--- config.mk ---
export PLATFORM = sky130hd
export DESIGN_NAME = mem_access_unit
export DESIGN_NICKNAME = d
export VERILOG_FILES = /design/src/rtl/mem_access_unit.sv
export SDC_FILE = /design/constraint.sdc
export NUM_CORES = 1
export LEC_CHECK = 0
export BUFFER_PORTS_ARGS = -buffer_cell sky130_fd_sc_hd__buf_2
export CORE_UTILIZATION = 53
export CTS_CLUSTER_SIZE = 16
export DETAILED_ROUTE_END_ITERATION = 16
export GPL_TIMING_DRIVEN = 0
export PLACE_DENSITY = 0.86
export SLEW_MARGIN = 20
export SYNTH_ARGS = -nofsm -noshare
export SYNTH_HDL_FRONTEND = slang
export SYNTH_SLANG_ARGS = --single-unit
--- constraint.sdc ---
create_clock -name CLK -period 10.4 [get_ports CLK]
set_clock_uncertainty 0.15 [all_clocks]
set_input_delay 2.08 -clock CLK [delete_from_list [all_inputs] [get_ports CLK]]
set_output_delay 2.08 -clock CLK [all_outputs]
set_load 0.1 [all_outputs]
--- src/rtl/mem_access_unit.sv ---
// mem_access_unit: MEM-stage load/store unit (MISALIGN_TRAP_EN traps misaligned accesses instead of aligning them).
// Latency 3 cycles minimum, +1 per DMEM_BUSYWAIT cycle; BUSYWAIT stalls the pipeline until the DONE cycle.
module mem_access_unit #(
  parameter int MAX_WAIT = 0,
  parameter int CNT_W    = 8
) (
  input  logic        CLK,
  input  logic        RESET,
  input  logic        MEM_READ,
  input  logic        MEM_WRITE,
  input  logic [2:0]  FUNC3,
  input  logic [31:0] ADDRESS,
  input  logic [31:0] WRITE_DATA,
  output logic [31:0] READ_DATA,
  output logic        BUSYWAIT,
  output logic        MISALIGNED,
  output logic        TIMEOUT,
  output logic        DMEM_READ,
  output logic        DMEM_WRITE,
  output logic [29:0] DMEM_ADDRESS,
  output logic [31:0] DMEM_WRITEDATA,
  output logic [3:0]  DMEM_BYTE_EN,
  input  logic [31:0] DMEM_READDATA,
  input  logic        DMEM_BUSYWAIT
);

  typedef enum logic [1:0] {IDLE, ACCESS, DONE} state_t;
  state_t state, state_nx;

  logic             request, is_byte, is_half, is_word, misaligned_req, start, timeout_hit;
  logic [31:0]      acc_addr, st_data, ld_data;
  logic [3:0]       st_be;
  logic [31:0]      addr_q, wdata_q, read_data_q;
  logic [2:0]       func3_q;
  logic [3:0]       be_q;
  logic             rd_q, timeout_q;
  logic [CNT_W-1:0] wait_cnt;
  logic [7:0]       byte_sel;
  logic [15:0]      half_sel;

  assign request = MEM_READ | MEM_WRITE;
  assign is_byte = (FUNC3[1:0] == 2'b00);
  assign is_half = (FUNC3[1:0] == 2'b01);
  assign is_word = FUNC3[1];

`ifdef MISALIGN_TRAP_EN
  assign misaligned_req = request & ((is_half & ADDRESS[0]) | (is_word & (|ADDRESS[1:0])));
  assign acc_addr       = ADDRESS;
`else
  // Without the trap, misaligned halves/words are silently aligned down.
  assign misaligned_req = 1'b0;
  assign acc_addr       = {ADDRESS[31:2], ADDRESS[1] & ~is_word, ADDRESS[0] & ~is_word & ~is_half};
`endif

  assign start       = (state == IDLE) & request & ~misaligned_req;
  assign timeout_hit = (MAX_WAIT != 0) && DMEM_BUSYWAIT && (wait_cnt == CNT_W'(MAX_WAIT - 1));

  always_comb begin
    st_data = WRITE_DATA;
    st_be   = 4'b1111;
    if (!MEM_READ) begin
      if (is_byte) begin
        st_data = {4{WRITE_DATA[7:0]}};
        st_be   = 4'b0001 << acc_addr[1:0];
      end else if (is_half) begin
        st_data = {2{WRITE_DATA[15:0]}};
        st_be   = acc_addr[1] ? 4'b1100 : 4'b0011;
      end
    end
  end

  always_ff @(posedge CLK or posedge RESET) begin
    if (RESET) state <= IDLE;
    else       state <= state_nx;
  end

  always_comb begin
    state_nx = state;
    case (state)
      IDLE:    if (start) state_nx = ACCESS;
      ACCESS:  if (!DMEM_BUSYWAIT || timeout_hit) state_nx = DONE;
      DONE:    state_nx = IDLE;
      default: state_nx = IDLE;
    endcase
  end

  // Reset gates the combinational outputs so the stall releases without a clock edge.
  always_comb begin
    BUSYWAIT   = ~RESET & (((state == IDLE) & request & ~misaligned_req) | (state == ACCESS));
    MISALIGNED = ~RESET & (state == IDLE) & misaligned_req;
    DMEM_READ  = (state == ACCESS) & rd_q;
    DMEM_WRITE = (state == ACCESS) & ~rd_q;
    READ_DATA  = MISALIGNED ? 32'h0 : read_data_q;
  end

  assign DMEM_ADDRESS   = addr_q[31:2];
  assign DMEM_WRITEDATA = wdata_q;
  assign DMEM_BYTE_EN   = be_q;
  assign TIMEOUT        = timeout_q;

  always_comb begin
    byte_sel = DMEM_READDATA[8*addr_q[1:0] +: 8];
    half_sel = addr_q[1] ? DMEM_READDATA[31:16] : DMEM_READDATA[15:0];
    case (func3_q)
      3'b000:  ld_data = {{24{byte_sel[7]}}, byte_sel};
      3'b001:  ld_data = {{16{half_sel[15]}}, half_sel};
      3'b100:  ld_data = {24'h0, byte_sel};
      3'b101:  ld_data = {16'h0, half_sel};
      default: ld_data = DMEM_READDATA;
    endcase
  end

  always_ff @(posedge CLK or posedge RESET) begin
    if (RESET) begin
      addr_q      <= '0;
      wdata_q     <= '0;
      be_q        <= '0;
      func3_q     <= '0;
      rd_q        <= 1'b0;
      wait_cnt    <= '0;
      timeout_q   <= 1'b0;
      read_data_q <= '0;
    end else begin
      if (start) begin
        addr_q   <= acc_addr;
        wdata_q  <= st_data;
        be_q     <= st_be;
        func3_q  <= FUNC3;
        rd_q     <= MEM_READ;
        wait_cnt <= '0;
      end else if (state == ACCESS) begin
        wait_cnt <= wait_cnt + 1'b1;
      end
      timeout_q <= (state == ACCESS) & timeout_hit;
      if (state == ACCESS && timeout_hit)
        read_data_q <= '0;
      else if (state == ACCESS && !DMEM_BUSYWAIT && rd_q)
        read_data_q <= ld_data;
    end
  end

endmodule

[Yosys cells after proc, flatten, opt, wreduce, memory -nomap -nowiden]
Index checks and enable logic that the tools add are counted.
Storage, ports and cells
  output and inout port bits: 103
  ROM bits: 0
  bits of input ports: 104
  register bits: 106
  latch bits: 0
  memories kept: 0
  logic and storage cells: 48
  RAM bits: 0
Cells by class
  magnitude comparators: 0
  bitwise operators: 13
  multiply operators: 0
  add/subtract/negate cells: 0
  muxes and demuxes: 12
  reductions and logical operators: 7
  shifts and indexed selects: 2
  equality and inequality tests: 7
  div/mod/pow operators: 0
Operators with widths (number)
  $pmux W32 S4: 1
  $mux W32: 3
  $shiftx A32 B6 Y8: 1
  $mux W16: 1
  $mux W4: 4
  $and A1 B1 Y1: 7
  $eq A3 B3 Y1 const B: 2
  $eq A2 B1 Y1 const B: 2
  $logic_not A2 Y1: 2
  $mux W2: 2
  $ne A2 B2 Y1 const B: 2
  $not A1 Y1: 4
  $pmux W2 S2: 1
  $shl A1 B2 Y4 const A: 1
  $eq A3 B1 Y1 const B: 1
  $logic_not A3 Y1: 1
  $logic_and A1 B1 Y1: 2
  $or A1 B1 Y1: 2
  $reduce_and A2 Y1: 1
  $logic_not A1 Y1: 1

[Depth between registers and ports, before layout]
  word-level depth: 6
  gate-level depth with buffers: 6
  depth with buffers taken out: 4

[Least setup slack after synthesis]
Ideal clock, no wire load.
  path type: input to output
  from: input port MEM_READ
  to: output port BUSYWAIT
  path buffers: 3
  slack: 3.972 ns
  arrival: 4.198 ns
  stages on the path: 5
  cells stage by stage: buf_2 -> o21ai_2 -> buf_2 -> buf_2 -> a21oi_1
On the way
  word-level cells in the longest chain between the ends: 4
Ends and longest elaborated chain
  start, declared: RTL line 9  | input logic MEM_READ,
  $or A1 B1 Y1: RTL line 41  | assign request = MEM_READ | MEM_WRITE;
  $and A1 B1 Y1: RTL line 89  | BUSYWAIT = ~RESET & (((state == IDLE) & request & ~misaligned_req) | (state == ACCESS));
  $or A1 B1 Y1: RTL line 89
  $and A1 B1 Y1: RTL line 89
  end, declared: RTL line 15  | output logic BUSYWAIT,
No other way between the ends.

[Worst setup path in the final report]
Ends and elaborated chain as after synthesis.

==> out/metrics.cfg <==
[global_routing]
grt_max_degree = 65
antenna_found_initial = 0
grt_overflow_total = 0
grt_usage = 0.294
first_global_vias = 4854
grt_pass1_wl_um = 23000

[placement]
place_ws_ns = 4.74
port_buffers = 201
hpwlAfterDp_um = 11400
gp_congestion = 0.896

[sta]
fmax_mhz = 177
finalSetupViolCount = 0
hold_violations = 0
post-route-period-util = 0.543
final_max_slew_viol_count = 0
fin_crit_ns = 5.65
relSlewSlack = 0.612
rsz0062_at_grt = no
fin_ws_ns = 4.75
tns_ns = 0
worst_pin_slew_ns = 0.580

[critical_path]
required_ns = 8.17
crit_path_start = MEM_READ
crit_path_start_kind = input pin
critPathSlowestCell = buf_2
max_stage_delay_ns = 0.45
r2r_start = addr_q[0]
cp.arrival_ns = 3.42
cp_top_family = buffers and inverters
crit_path_cell_trace = buf_2 > o21ai_2 > buf_2 > buf_2 > a21oi_1 > buf_2
cpMostUsedCell = buf_2
cp_max_fo = 10
crit_type = input pin to output pin
r2r_slack_ns = 8.60
crit_path_end_kind = output pin
path_buf_inv = 4

[floorplanning]
die_h_um = 101
core_area_um2 = 9370
start_util = 0.554
rows = 35
die_area_um2 = 10200
ios = 207
die_w_um = 101

[cells_and_area]
drive_gt1_frac = 0.348
fin_util = 0.703
diodes = 0
regArea_um2 = 2650
area_growth_syn_to_layout_pct = 27.0
multi_input_area_um2 = 2090
n_fill_cell = 807
nNetsFinal = 900

[drt]
wl_um = 14600
drc_errors = 0
drt-wirelength-per-cell_um = 15.7
vias_per_cell = 5.34
first_pass_iters = 5
ant_nets = 0
dr.first_iter.drc_count = 245
dr_total_vias = 4962

[status]
status = completed

[synthesis]
ys.flop_type = dfrtp_1
synth_edf_count = 0
yosysSeqAreaShare = 0.511
yosysUniqueCellTypes = 38
async_reset_ff_frac = 1.00
synthCells = 582
synth-seq-cells = 106
netlist_area_um2 = 5190
synth_area_per_cell_um2 = 8.92
ys_warn_count = 0

[cts]
cts_tree = built
cts-root-buf = clkbuf_8
clockBufferDepth = 2
clk_transition_reported_paths_ns = 0.10
htreeDepth = 3
post-cts-setup-buffer-count = 0
cts_resized = 0
clk_latency_ns = 0.36
cts_buffers = 9
holdBufCountCts = 0
cts.sinks = 106

[job]
cap_violations = 0

[hold_path]
hold_path_class = register to register
hp-start = READ_DATA[6]

[stage by stage]
stage               std cells  hold slack [ns]  cell area [um2]
global placement          913            0.304             6360
finish                    930            0.331             6590
global route              930            0.354             6590
detailed placement        914            0.308             6390
CTS                       930            0.335             6590
floorplan                 583            0.297             5190
[routing by layer]
metal | part of all wire | routed length, um | global-route usage | vias up
li1 | - | - | - | 2339
met1 | 0.39 | 5680 | 0.342 | 2348
met2 | 0.50 | 7320 | 0.521 | 243
met3 | 0.089 | 1300 | 0.0707 | 32
met4 | 0.024 | 348 | 0.125 | 0
met5 | 0 | 0 | 0 | -
[tightest hold or removal path: cells and delay by family, from the launching register on]
kind            cells  cell delay (ns)
flops               1             0.35
simple gates        1             0.05
compound gates      1             0.05
[layout make-up]
cell class                 instances  share of cell area
inverter                           7             0.00475
sequential                       106               0.403
tap                              129              0.0245
buffer                            70              0.0646
clock inverter                     5             0.00684
clock buffer                      11              0.0230
timing repair buffer             202               0.157
multi-input combinational        400               0.317
[placed cells by master, fill, tap and decap left out, types with 7 or more instances in the layout]
| master | instances |
|---|---|
| nand3_1 | 32 |
| buf_4 | 34 |
| nor2_1 | 9 |
| clkbuf_1 | 17 |
| mux2i_1 | 33 |
| dfrtp_1 | 106 |
| or3_1 | 7 |
| a311oi_1 | 7 |
| a21oi_1 | 25 |
| buf_2 | 217 |
| o21ai_1 | 9 |
| nand2_1 | 194 |
| clkbuf_8 | 11 |
| o21ai_0 | 43 |
[state kept, by name, indices dropped and copies added, names as in the netlist]
register        cells
addr_q             32
rd_q                1
DMEM_BYTE_EN        4
READ_DATA          32
func3_q             3
DMEM_WRITEDATA     32
state               2
[cells by family (layout without fill, tap and decap cells)]
group           Yosys count  in the layout  share of synthesized area
flops                   106            106                      0.511
compound gates          107            107                      0.125
mux                      34             34                     0.0666
other cells               1              2                   0.000723
simple gates            257            257                      0.209
buf+inv                  77            295                     0.0871
[synth_stat cells, types with 2 or more instances]
library cell,number,area share
nand2_1,194,0.14
dfrtp_1,106,0.51
o21ai_0,43,0.041
buf_4,34,0.049
mux2i_1,33,0.064
nand3_1,32,0.031
a21oi_1,25,0.024
clkbuf_1,17,0.012
buf_2,16,0.015
nor2_1,9,0.0065
o21ai_1,9,0.0087
a311oi_1,7,0.012
inv_1,7,0.0051
or3_1,7,0.0084
o211ai_1,6,0.0087
o31ai_1,6,0.0087
nand2b_1,5,0.0060
a22o_1,2,0.0034
a31oi_1,2,0.0024
buf_6,2,0.0043
nor2b_1,2,0.0024
nor3_1,2,0.0019
[path summary, 6_finish.rpt]
path                                  to  cells after the start
max                             BUSYWAIT                      6
max in group asynchronous   READ_DATA[0]                      3
min reg2reg                 READ_DATA[6]                      2
min in group asynchronous     addr_q[27]                      2
min                         READ_DATA[6]                      2
max reg2reg                READ_DATA[22]                      5
Power is not shown: default switching activity piles up to over one toggle a cycle in this logic, so the estimate is an artifact.
